==> src/rtl/coherence_bus_arbiter.sv <==
// Coherence bus arbiter: captures per-core miss/invalidate requests, picks one owner
// round-robin, snoops the other caches, and sequences the fill from a peer cache or dmem.
module coherence_bus_arbiter #(
    parameter int unsigned NUM_CORES = 2,
    parameter int unsigned ADDR_W    = 13
) (
    input  logic                          clk,
    input  logic                          rst_n,
    input  logic [NUM_CORES-1:0]          read_miss_i,
    input  logic [NUM_CORES-1:0]          write_miss_i,
    input  logic [NUM_CORES-1:0]          invalidate_i,
    input  logic [NUM_CORES*ADDR_W-1:0]   bico_i,
    input  logic [NUM_CORES-1:0]          cpu_search_found_i,
    input  logic                          mem_rdy_i,
    output logic [NUM_CORES-1:0]          grant_o,
    output logic [ADDR_W-1:0]             boci_o,
    output logic [NUM_CORES-1:0]          cpu_search_o,
    output logic [NUM_CORES-1:0]          invalidate_from_other_cpu_o,
    output logic [2*NUM_CORES-1:0]        cpu_datasel_o,
    output logic                          mem_re_o,
    output logic                          busy_o
);

    localparam int unsigned OwW = $clog2(NUM_CORES);

    typedef enum logic [1:0] {OpRmiss, OpWmiss, OpInv} op_e;
    typedef enum logic [2:0] {StIdle, StSnoop, StXfer, StMem, StDone} state_e;

    state_e                              state_q, state_d;
    logic   [OwW-1:0]                    owner_q, owner_d;
    logic   [OwW-1:0]                    rr_q, rr_d;
    op_e                                 cur_op_q, cur_op_d;
    logic   [ADDR_W-1:0]                 boci_q, boci_d;
    logic   [NUM_CORES-1:0]              pend_q, pend_d;
    logic   [NUM_CORES-1:0][1:0]         op_q, op_d;
    logic   [NUM_CORES-1:0][ADDR_W-1:0]  addr_q, addr_d;

    logic                   pick_valid;
    logic [OwW-1:0]         pick_idx;
    int unsigned            scan_idx;
    logic [NUM_CORES-1:0]   owner_oh;
    logic                   found;
    logic                   clr_valid;
    logic [NUM_CORES-1:0]   req_any;

    assign owner_oh = {{(NUM_CORES-1){1'b0}}, 1'b1} << owner_q;
    assign found    = |(cpu_search_found_i & ~owner_oh);
    assign req_any  = read_miss_i | write_miss_i | invalidate_i;
    assign boci_o   = boci_q;
    assign busy_o   = (state_q != StIdle);

    // Round-robin scan of pending requests starting at rr_q.
    always_comb begin
        pick_valid = 1'b0;
        pick_idx   = '0;
        scan_idx   = 0;
        for (int unsigned k = 0; k < NUM_CORES; k++) begin
            scan_idx = (32'(rr_q) + k) % NUM_CORES;
            if (!pick_valid && pend_q[scan_idx]) begin
                pick_valid = 1'b1;
                pick_idx   = OwW'(scan_idx);
            end
        end
    end

    // Transaction FSM: next state, owner bookkeeping and all bus strobes.
    always_comb begin
        state_d                     = state_q;
        owner_d                     = owner_q;
        cur_op_d                    = cur_op_q;
        boci_d                      = boci_q;
        rr_d                        = rr_q;
        clr_valid                   = 1'b0;
        grant_o                     = '0;
        cpu_search_o                = '0;
        invalidate_from_other_cpu_o = '0;
        cpu_datasel_o               = '0;
        mem_re_o                    = 1'b0;
        unique case (state_q)
            StIdle: begin
                if (pick_valid) begin
                    owner_d  = pick_idx;
                    cur_op_d = op_e'(op_q[pick_idx]);
                    boci_d   = addr_q[pick_idx];
                    state_d  = StSnoop;
                end
            end
            StSnoop: begin
                cpu_search_o = ~owner_oh;
                if (cur_op_q != OpRmiss) begin
                    invalidate_from_other_cpu_o = ~owner_oh;
                    state_d                     = StDone;
                end else begin
                    state_d = found ? StXfer : StMem;
                end
            end
            StXfer: begin
                // Keep the search asserted so the supplying cache drives its line.
                grant_o                          = owner_oh;
                cpu_search_o                     = ~owner_oh;
                cpu_datasel_o[2*owner_q +: 2]    = 2'b01;
                state_d                          = StDone;
            end
            StMem: begin
                grant_o  = owner_oh;
                mem_re_o = 1'b1;
                if (mem_rdy_i) begin
                    state_d = StDone;
                end
            end
            StDone: begin
                if (cur_op_q != OpRmiss) begin
                    grant_o = owner_oh;
                end
                clr_valid = 1'b1;
                rr_d      = (owner_q == OwW'(NUM_CORES-1)) ? '0 : owner_q + 1'b1;
                state_d   = StIdle;
            end
            default: state_d = StIdle;
        endcase
    end

    // Request capture; a new pulse in the same cycle as the owner's clear is kept.
    always_comb begin
        pend_d = pend_q;
        op_d   = op_q;
        addr_d = addr_q;
        for (int i = 0; i < NUM_CORES; i++) begin
            if (clr_valid && (owner_q == OwW'(i))) begin
                pend_d[i] = 1'b0;
            end
            if ((!pend_q[i] || (clr_valid && (owner_q == OwW'(i)))) && req_any[i]) begin
                pend_d[i] = 1'b1;
                op_d[i]   = invalidate_i[i] ? OpInv : (write_miss_i[i] ? OpWmiss : OpRmiss);
                addr_d[i] = bico_i[i*ADDR_W +: ADDR_W];
            end
        end
    end

    // State and request registers.
    always_ff @(posedge clk or negedge rst_n) begin
        if (!rst_n) begin
            state_q  <= StIdle;
            owner_q  <= '0;
            rr_q     <= '0;
            cur_op_q <= OpRmiss;
            boci_q   <= '0;
            pend_q   <= '0;
            op_q     <= '0;
            addr_q   <= '0;
        end else begin
            state_q  <= state_d;
            owner_q  <= owner_d;
            rr_q     <= rr_d;
            cur_op_q <= cur_op_d;
            boci_q   <= boci_d;
            pend_q   <= pend_d;
            op_q     <= op_d;
            addr_q   <= addr_d;
        end
    end

endmodule

==> config.mk <==
export PLATFORM = sky130hd
export DESIGN_NAME = coherence_bus_arbiter
export DESIGN_NICKNAME = d
export VERILOG_FILES = /design/src/rtl/coherence_bus_arbiter.sv
export SDC_FILE = /design/constraint.sdc
export NUM_CORES = 1
export LEC_CHECK = 0
export BUFFER_PORTS_ARGS = -buffer_cell sky130_fd_sc_hd__buf_2
export CORE_UTILIZATION = 50
export CTS_BUF_LIST = sky130_fd_sc_hd__clkbuf_8
export DETAILED_ROUTE_END_ITERATION = 6
export PLACE_DENSITY_LB_ADDON = 0.15
export SETUP_SLACK_MARGIN = 0.02
export SYNTH_ARGS = -nofsm -noshare
export SYNTH_HDL_FRONTEND = slang
export SYNTH_SLANG_ARGS = --single-unit
==> constraint.sdc <==
create_clock -name clk -period 4.2 [get_ports clk]
set_clock_uncertainty 0.1 [all_clocks]
set_input_delay 0.84 -clock clk [delete_from_list [all_inputs] [get_ports clk]]
set_output_delay 0.84 -clock clk [all_outputs]
set_load 0.1 [all_outputs]
==> metrics.md, run 1 <==
| Metric | Value |
|---|---|
| Outcome | completed |
| Diodes inserted | 0 |
| Post-synth EDFFs | 0 |
| Final #Nets | 305 |
| TritonCTS clock tree | done |
| Max Fclk | 337 MHz |
| Skew-Pair Late Insertion Delay | 0.31 ns |
| Share of post-route cells with drive strength above 1 | 37.5% |
| Total track usage | 20.5% |
| CP Launch Type | flop |
| Max-cap violations | 0 |
| Initial antenna violation count | 0 |
| Synth Warn # | 0 |
| Period utilisation layout | 70.7% |
| Die width | 71.8 um |
| Post-synth cell types | 36 |
| Ys flop type | dfrtp_1 |
| Largest net degree at the start of global routing | 33 |
| Max Fanout on Critical Path | 12 |
| Crit Path Category | flop to output port |
| Worst R2R Setup Slack | 1.89 ns |
| Clock Sinks | 52 |
| Global route overflow | 0 |
| Filler instances | 424 |
| Synth async-reset ratio | 100% |
| Die height | 71.8 um |
| Clk buf depth | 2 |
| Final Hold Fails | 0 |
| # IOs | 62 |
| Vias | 1778 |
| Synth Cell Area | 2440 um2 |
| Row Count | 25 |
| Worst-Margin Slew | 0.758 ns |
| Final ANT Viol Nets | 0 |
| DR pass1 iterations | 5 |
| Vias in the first global route | 1549 |
| Synthesized area per cell | 11.2 um2 |
| R2R Path End | addr_q[1] |
| CTS Hold Buffers Added | 0 |
| Minimum clock period | 2.97 ns |
| DIE AREA | 5160 um2 |
| RePlAce Congestion | 0.725 |
| R2r startpoint | state_q[1] |
| Final wirelength | 4.88 mm |
| Core area | 4690 um2 |
| Area delta synth->final | 15.2% |
| Worst-path clk slew | 0.09 ns |
| Post-route DRC | 0 |
| Synth Register Bits | 52 |
| Min-delay worst type | primary input to async pin |
| Drt wl/cell | 15.1 um |
| IO buf count | 59 |
| Drt initial violations | 123 |
| Postcts setup bufs | 0 |
| RSZ-0062 raised after global routing | no |
| Starting Density | 52.0% |
| # setup viols final | 0 |
| Crit. End Element | output port |
| CTS root buffer | clkbuf_8 |
| Setup_tns | 0 ns |
| H-tree Lvls | 2 |
| Seq/Total Area, Yosys | 53.4% |
| Dpl hpwl | 3.32 mm |
| CTS-repair resized insts | 0 |
| Pins Over Slew Limit | 0 |
| Via density | 5.50 |
| Number of CTS-inserted buffers | 5 |
| Synth Instances | 217 |
| CP startpoint | state_q[2] |
| Worst reg2reg path depth | 3 |
| WP data required | 3.26 ns |
| Slew HR | 49.4% |
| Global-route wire length before repair | 8.03 mm |
| WP data arrival | 2.03 ns |
[critical path, cell delays in order (launching register included)]
cell and delay (ns):
dfrtp_1 0.55, or3b_2 0.50, a2bb2oi_1 0.15, nor2_1 0.10, buf_2 0.43
[worst max-delay path by stage]
stage	endpoint	slack [ns]	cells past startpoint
floorplan	invalidate_from_other_cpu_o[1]	0.23	3
global placement	grant_o[0]	1.58	4
detailed placement	grant_o[1]	1.56	4
CTS	grant_o[1]	1.22	4
global route	grant_o[1]	1.12	4
finish	grant_o[1]	1.23	4
[placed cells by master (no fill, tap or decap), drive strengths merged]
cell type,count
a21oi,20
a221oi,1
a2bb2oi,1
a31oi,15
and2,1
buf,62
clkbuf,5
clkinv,1
clkinvlp,1
conb,2
dfrtp,52
inv,11
mux2,26
mux2i,1
nand2,9
nand2b,1
nand3,1
nand3b,13
nand4bb,1
nor2,6
nor2b,4
nor3,8
o21ai,15
o2bb2ai,4
o32ai,1
or2,1
or3,3
or3b,1
or4b,1
xnor2,1
[per-stage QoR]
step	setup WS (ns)	instance area (um2)	util [%]	hold WS, ns	cells
after global routing	1.12	2810	59.9	0.408	323
after floorplan	0.225	2440	-	0.346	218
after detailed placement	1.56	2720	57.9	0.371	315
after global placement	1.58	2720	57.9	0.364	315
after CTS	1.22	2810	59.9	0.398	323
final	1.23	2810	59.9	0.391	323
[final cells by class]
| cell class | instances | area [um2] | area share, % |
|---|---|---|---|
| Sequential cell | 52 | 1300 | 46.3 |
| Multi-Input combinational cell | 137 | 995 | 35.4 |
| Timing Repair Buffer | 62 | 318 | 11.3 |
| Clock buffer | 5 | 68.8 | 2.45 |
| Tap cell | 54 | 67.6 | 2.41 |
| Inverter | 10 | 37.5 | 1.34 |
| Clock inverter | 3 | 21.3 | 0.757 |
[per-layer routing]
metal | global-route usage (%) | share of wire (%) | up-vias
met5 | 0 | 0 | -
met4 | 5.88 | 0.92 | 0
met3 | 5.06 | 4.7 | 5
met2 | 26.4 | 45 | 50
met1 | 33.8 | 50 | 853
li1 | - | - | 870
[kinds of logic (layout without fill, tap and decap cells)]
| kind of cell | after synthesis | after routing | share of synthesized area, % |
|---|---|---|---|
| AO/OA/AOI/OAI | 57 | 57 | 14.2 |
| multiplexers | 27 | 27 | 13.6 |
| other | 1 | 2 | 0.154 |
| flip-flops | 52 | 52 | 53.4 |
| XOR/XNOR | 1 | 1 | 0.359 |
| AND/OR/NAND/NOR | 50 | 50 | 12.3 |
| buffers and inverters | 29 | 80 | 6.00 |
[synth_stat cells, types with 2 or more instances]
master,instances,area share (%)
nor2b_1,4,1.0
a21oi_1,18,3.7
mux2_2,17,7.9
buf_4,2,0.62
nand2_1,9,1.4
mux2_4,8,4.9
or3_1,3,0.77
dfrtp_1,52,53
nor3_1,7,1.4
a31oi_1,15,3.8
nor2_1,6,0.92
nand3b_1,13,4.0
inv_1,10,1.5
buf_2,5,1.0
clkbuf_1,10,1.5
o2bb2ai_1,4,1.4
o21ai_0,15,3.1
[state kept, by name (all words and copies together) (netlist names)]
name and count:
op_q 4, pend_q 2, state_q 3, addr_q 26
cur_op_q 2, rr_q 1, owner_q 1, boci_o 13
Power of run 1 is left out: the tool's default activity adds up to more than one toggle a clock period on the data nets, which glitch-free logic cannot reach.
==> run 2: changes to the inputs <==
ABC_AREA = 1   (was default)
clock period = 2.7 ns   (was 4.2 ns; I/O delays follow)
==> metrics.md, run 2 <==
| Metric | Value |
|---|---|
| Global route overflow | 0 (unchanged) |
| Number of CTS-inserted buffers | 5 (unchanged) |
| CP Launch Type | flop (unchanged) |
| Crit path max-delay cell type | dfrtp_1 (unchanged) |
| Area share of the largest cell type after synthesis | 51.5% (was 53.4%) |
| Skew-Pair Late Insertion Delay | 0.30 ns (was 0.31 ns) |
| DIE AREA | 5350 um2 (was 5160 um2) |
| Period utilisation layout | 92.1% |
| Final #Nets | 408 (was 305) |
| H-tree Lvls | 2 (unchanged) |
| Synth Warn # | 0 (unchanged) |
| Post-synth cell types | 21 (was 36) |
| Clock Sinks | 52 (unchanged) |
| Total track usage | 21.7% (was 20.5%) |
| Max reg flops | 26 (unchanged) |
| Vias in the first global route | 1886 (was 1549) |
| Row Count | 25 (unchanged) |
| Final ANT Viol Nets | 0 (unchanged) |
| R2R Path End | addr_q[17] (was addr_q[1]) |
| Diodes inserted | 0 (unchanged) |
| Core area | 4790 um2 (was 4690 um2) |
| Main combinational cell family by area after synthesis | simple AND/OR/NAND/NOR gates (was compound AO/OA/AOI/OAI gates) |
| Worst R2R Setup Slack | 1.05 ns (was 1.89 ns) |
| Post-synth top area cell | dfrtp_1 (unchanged) |
| Synth async-reset ratio | 100% (unchanged) |
| WP data required | 2.06 ns (was 3.26 ns) |
| Post-route DRC | 0 (unchanged) |
| RSZ-0062 raised after global routing | no (unchanged) |
| TritonCTS clock tree | done (unchanged) |
| Pins Over Slew Limit | 0 (unchanged) |
| Max Fanout on Critical Path | 4 (was 12) |
| Worst-Margin Slew | 0.729 ns (was 0.758 ns) |
| Initial antenna violation count | 0 (unchanged) |
| Starting Density | 52.8% (was 52.0%) |
| Synthesized area per cell | 7.98 um2 (was 11.2 um2) |
| Crit. End Element | output port (unchanged) |
| XOR/XNOR share of the synthesized area | 0% (was 0.359%) |
| Synth top area cells | dfrtp_1 (51%), nand2_1 (23%), nand3_1 (9.1%), nor2_1 (1.9%), buf_4 (1.8%) (was dfrtp_1 (53%), mux2_2 (7.9%), mux2_4 (4.9%), nand3b_1 (4.0%), a31oi_1 (3.8%)) |
| Worst reg2reg path depth | 4 (was 3) |
| Vias | 2091 (was 1778) |
| Minimum clock period | 2.49 ns |
| DR pass1 iterations | 4 (was 5) |
| Seq/Total Area, Yosys | 51.5% (was 53.4%) |
| # setup viols final | 0 (unchanged) |
| Cell Chain, Critical Path | inv_2 > nand2_1 > nor2_1 > o21ai_0 > nor2_2 > clkbuf_4 (was or3b_2 > a2bb2oi_1 > nor2_1 > buf_2) |
| CTS root buffer | clkbuf_8 (unchanged) |
| Via density | 4.76 (was 5.50) |
| Top reg by flops | addr_q (unchanged) |
| Max-cap violations | 0 (unchanged) |
| Clk buf depth | 2 (unchanged) |
| Min-delay worst type | primary input to async pin (unchanged) |
| Most frequent cells in the layout | nand2_1 (156), buf_2 (57), dfrtp_1 (52), nand3_1 (46), inv_1 (11) (was buf_2 (59), dfrtp_1 (52), a21oi_1 (18), mux2_2 (17)) |
| IO buf count | 59 (unchanged) |
| Compound-cell area share of the yosys netlist | 1.39% (was 14.2%) |
| Ys flop type | dfrtp_1 (unchanged) |
| Dpl hpwl | 3.79 mm (was 3.32 mm) |
| Outcome | completed (unchanged) |
| Top-count cell post-synth | nand2_1 (was dfrtp_1) |
| Post-Synth Simple-Gate Area | 39.9% (was 12.3%) |
| CTS Hold Buffers Added | 0 (unchanged) |
| Slew HR | 51.4% (was 49.4%) |
| Area delta synth->final | 15.3% (was 15.2%) |
| # IOs | 62 (unchanged) |
| Global-route wire length before repair | 8.76 mm (was 8.03 mm) |
| Drt wl/cell | 11.8 um (was 15.1 um) |
| Utilization after layout | 60.9% (was 59.9%) |
| Final Hold Fails | 0 (unchanged) |
| Synth Instances | 317 (was 217) |
| Synth Area in Adders | 0% (unchanged) |
| Synth Cell Area | 2530 um2 (was 2440 um2) |
| WP data arrival | 1.85 ns (was 2.03 ns) |
| R2r startpoint | pend_q[1] (was state_q[1]) |
| RePlAce Congestion | 0.829 (was 0.725) |
| Setup_tns | 0 ns (unchanged) |
| Critical path's largest stage delay | 0.45 ns (was 0.55 ns) |
| Crit Path Category | flop to output port (unchanged) |
| Hold slack | 0.187 ns (was 0.391 ns) |
| Most common cell after layout, fill and taps aside | nand2_1 (was buf_2) |
| Drt initial violations | 175 (was 123) |
| Die width | 73.1 um (was 71.8 um) |
| Mux contribution to synthesized area | 0% (was 13.6%) |
| Post-synth EDFFs | 0 (unchanged) |
| Worst-path clk slew | 0.09 ns (about the same) |
| Max Fclk | 402 MHz |
| Synth Register Bits | 52 (unchanged) |
| Final wirelength | 5.18 mm (was 4.88 mm) |
| Commonest cells post-synth | nand2_1 (156), dfrtp_1 (52), nand3_1 (46) (was dfrtp_1 (52), a21oi_1 (18), mux2_2 (17)) |
| Die height | 73.1 um (was 71.8 um) |
| Share of post-route cells with drive strength above 1 | 23.4% (was 37.5%) |
| Largest net degree at the start of global routing | 33 (unchanged) |
[run 2: cells by family (layout without fill, tap and decap cells)]
family	count (synthesis)	count (layout)
buffers and inverters	30	84
and+or+nand+nor	227	227
DFF	52	52
other	1	2
AOI/OAI and AO/OA	7	7
[run 2: worst max path at each step]
stage	startpoint	endpoint	slack, ns	cells past startpoint
after global placement	state_q[2]	invalidate_from_other_cpu_o[1]	0.56	6
after floorplan	state_q[2]	cpu_search_o[0]	-0.21	5
final	state_q[2]	invalidate_from_other_cpu_o[0]	0.21	6
after CTS	state_q[2]	invalidate_from_other_cpu_o[0]	0.13	6
after detailed placement	state_q[2]	invalidate_from_other_cpu_o[0]	0.47	6
after global routing	state_q[2]	invalidate_from_other_cpu_o[0]	0.05	6
[run 2: timing repair]
action | CTS | global route
endpoints found under the setup margin | 0 | 2
endpoints found under the hold margin | 0 | 0
resized for setup | 0 | 2
setup buffers | 0 | 0
[run 2: critical path: cells and delay by family (launching register included)]
kind,cells,cell delay [ns]
buffers and inverters,2,0.46
DFF,1,0.45
and+or+nand+nor,3,0.39
AOI/OAI and AO/OA,1,0.24
[run 2: per-layer routing]
layer	global-route usage (%)	routed length, um
met5	0	0
met4	7.19	48
met3	5.39	244
met2	32.0	2320
met1	31.5	2570
[run 2: cell type report]
type                    instances  area, um2
repair buffers                 61        315
well taps                      67       83.8
flip-flops and latches         52       1300
inverters                      15       63.8
multi-input cells             236       1060
fillers                       458       1870
clock buffers                   6       82.6
clock inverters                 2       7.51
[run 2: metrics by stage]
stage	worst slack (ns)	instances	area, um2
after floorplan	-0.211	318	2540
after global placement	0.557	431	2820
after detailed placement	0.472	431	2820
after CTS	0.128	439	2910
after global routing	0.0453	439	2920
final	0.215	439	2920
Power of run 2 is left out for the same reason.
==> run 3: changes to the inputs <==
CORE_UTILIZATION = 35   (was 50)
==> metrics.md, run 3 (synthesis gave the netlist of run 2 again) <==
| Metric | Value |
|---|---|
| Vias | 2065 (was 2091) |
| Drt wl/cell | 11.9 um (was 11.8 um) |
| Row Count | 30 (was 25) |
| Core area | 6870 um2 (was 4790 um2) |
| Area delta synth->final | 16.1% (was 15.3%) |
| Min-delay worst type | primary input to async pin (unchanged) |
| WP data arrival | 1.88 ns (was 1.85 ns) |
| Dpl hpwl | 4.08 mm (was 3.79 mm) |
| Crit. End Element | output port (unchanged) |
| Largest net degree at the start of global routing | 24 (was 33) |
| Clk buf depth | 2 (unchanged) |
| R2R Path End | addr_q[16] (was addr_q[17]) |
| Final Hold Fails | 0 (unchanged) |
| Via density | 4.42 (was 4.76) |
| Minimum clock period | 2.52 ns (was 2.49 ns) |
| Worst R2R Setup Slack | 1.00 ns (was 1.05 ns) |
| Most common cell after layout, fill and taps aside | nand2_1 (unchanged) |
| CTS Hold Buffers Added | 0 (unchanged) |
| Die height | 87 um (was 73.1 um) |
| H-tree Lvls | 2 (unchanged) |
| RePlAce Congestion | 0.814 (was 0.829) |
| CP Launch Type | flop (unchanged) |
| IO buf count | 59 (unchanged) |
| CTS-repair resized insts | 0 (unchanged) |
| Final WS setup | 0.183 ns (was 0.215 ns) |
| Drt initial violations | 109 (was 175) |
| Outcome | completed (unchanged) |
| CTS root buffer | clkbuf_8 (unchanged) |
| Clock Sinks | 52 (unchanged) |
| Slew HR | 59.0% (was 51.4%) |
| Postcts setup bufs | 0 (unchanged) |
| Max reg flops | 26 (unchanged) |
| Post-DP Area | 2860 um2 (was 2820 um2) |
| Max Fanout on Critical Path | 4 (unchanged) |
| Top reg by flops | addr_q (unchanged) |
| Fin area | 2940 um2 (was 2920 um2) |
| Met3 GRT Util | 2.84% (was 5.39%) |
| Final wirelength | 5.54 mm (was 5.18 mm) |
| Pre-CTS setup slack | 0.490 ns (was 0.472 ns) |
| Crit Path Category | flop to output port (unchanged) |
| Worst reg2reg path depth | 4 (unchanged) |
| Critical path's largest stage delay | 0.44 ns (was 0.45 ns) |
| Diodes inserted | 0 (unchanged) |
| Final ANT Viol Nets | 0 (unchanged) |
| Max-cap violations | 0 (unchanged) |
| Cell Chain, Critical Path | inv_2 > nand2_1 > nor2_1 > o21ai_0 > nor2_2 > buf_2 (was inv_2 > nand2_1 > nor2_1 > o21ai_0 > nor2_2 > clkbuf_4) |
| Final #Nets | 408 (unchanged) |
| Worst-path clk slew | 0.09 ns (about the same) |
| Vias in the first global route | 1962 (was 1886) |
| Number of CTS-inserted buffers | 5 (unchanged) |
| Period utilisation layout | 93.2% (was 92.1%) |
| Most frequent cells in the layout | nand2_1 (156), buf_2 (59), dfrtp_1 (52), nand3_1 (46), inv_1 (10) (was nand2_1 (156), buf_2 (57), dfrtp_1 (52), nand3_1 (46), inv_1 (11)) |
| Skew-Pair Late Insertion Delay | 0.31 ns (was 0.30 ns) |
| Met1 Use GR | 24.2% (was 31.5%) |
| RSZ-0062 raised after global routing | no (unchanged) |
| Total track usage | 16.1% (was 21.7%) |
| Global route overflow | 0 (unchanged) |
| Max Fclk | 397 MHz (was 402 MHz) |
| Utilization after layout | 42.7% (was 60.9%) |
| WP data required | 2.06 ns (about the same) |
| Die width | 87 um (was 73.1 um) |
| DR pass1 iterations | 4 (unchanged) |
| Share of post-route cells with drive strength above 1 | 23.5% (was 23.4%) |
| # IOs | 62 (unchanged) |
| Post-route DRC | 0 (unchanged) |
| Global-route wire length before repair | 9.39 mm (was 8.76 mm) |
| Worst-Margin Slew | 0.614 ns (was 0.729 ns) |
| Initial antenna violation count | 0 (unchanged) |
| DIE AREA | 7570 um2 (was 5350 um2) |
| TritonCTS clock tree | done (unchanged) |
| Starting Density | 36.8% (was 52.8%) |
| Pins Over Slew Limit | 0 (unchanged) |
| GRT Max-Usage Layer | met1 (was met2) |
| Met2 usage | 24.0% (was 32.0%) |
| # setup viols final | 0 (unchanged) |
| Crit path max-delay cell type | dfrtp_1 (unchanged) |
| R2r startpoint | pend_q[1] (unchanged) |
| Setup_tns | 0 ns (unchanged) |
-- run 3: cell types whose count changed in the layout (fill, tap and decap cells not counted), sizes merged --
cell,delta
clkinv,+1
clkbuf,-3
buf,+2
inv,-1
-- run 3: worst max path at each step --
stage	from	end
2_1_floorplan	state_q[2]	cpu_search_o[0]
3_3_place_gp	state_q[2]	invalidate_from_other_cpu_o[0]
3_5_place_dp	state_q[2]	invalidate_from_other_cpu_o[0]
4_1_cts	state_q[2]	invalidate_from_other_cpu_o[0]
5_1_grt	state_q[2]	invalidate_from_other_cpu_o[0]
6_report	state_q[2]	invalidate_from_other_cpu_o[0]
-- run 3: cell type report --
class                      count  area [um2]
fill                         752        3930
clock buffer                   5        68.8
tap                           96         120
timing repair buffer          61         310
sequential                    52        1300
clock inverter                 2        8.76
inverter                      15        63.8
multi-input combinational    236        1060
-- run 3: per-layer routing --
layer  part of all wire [%]  up-vias
met3                    3.4        7
met2                     42       49
li1                       -     1092
met4                    1.1        0
met1                     54      917
met5                      0        -
-- run 3: through the flow --
step	std cells	hold WS, ns
floorplan	318	0.144
detailed placement	460	0.359
CTS	467	0.104
global route	467	0.123
global placement	460	0.355
finish	467	0.0967
-- run 3: critical path: cells and delay by family, from the launching register on --
| family | cells | cell delay [ns] |
|---|---|---|
| buf+inv | 2 | 0.55 |
| flops | 1 | 0.44 |
| simple gates | 3 | 0.35 |
| compound gates | 1 | 0.23 |
Power of run 3 is left out for the same reason.
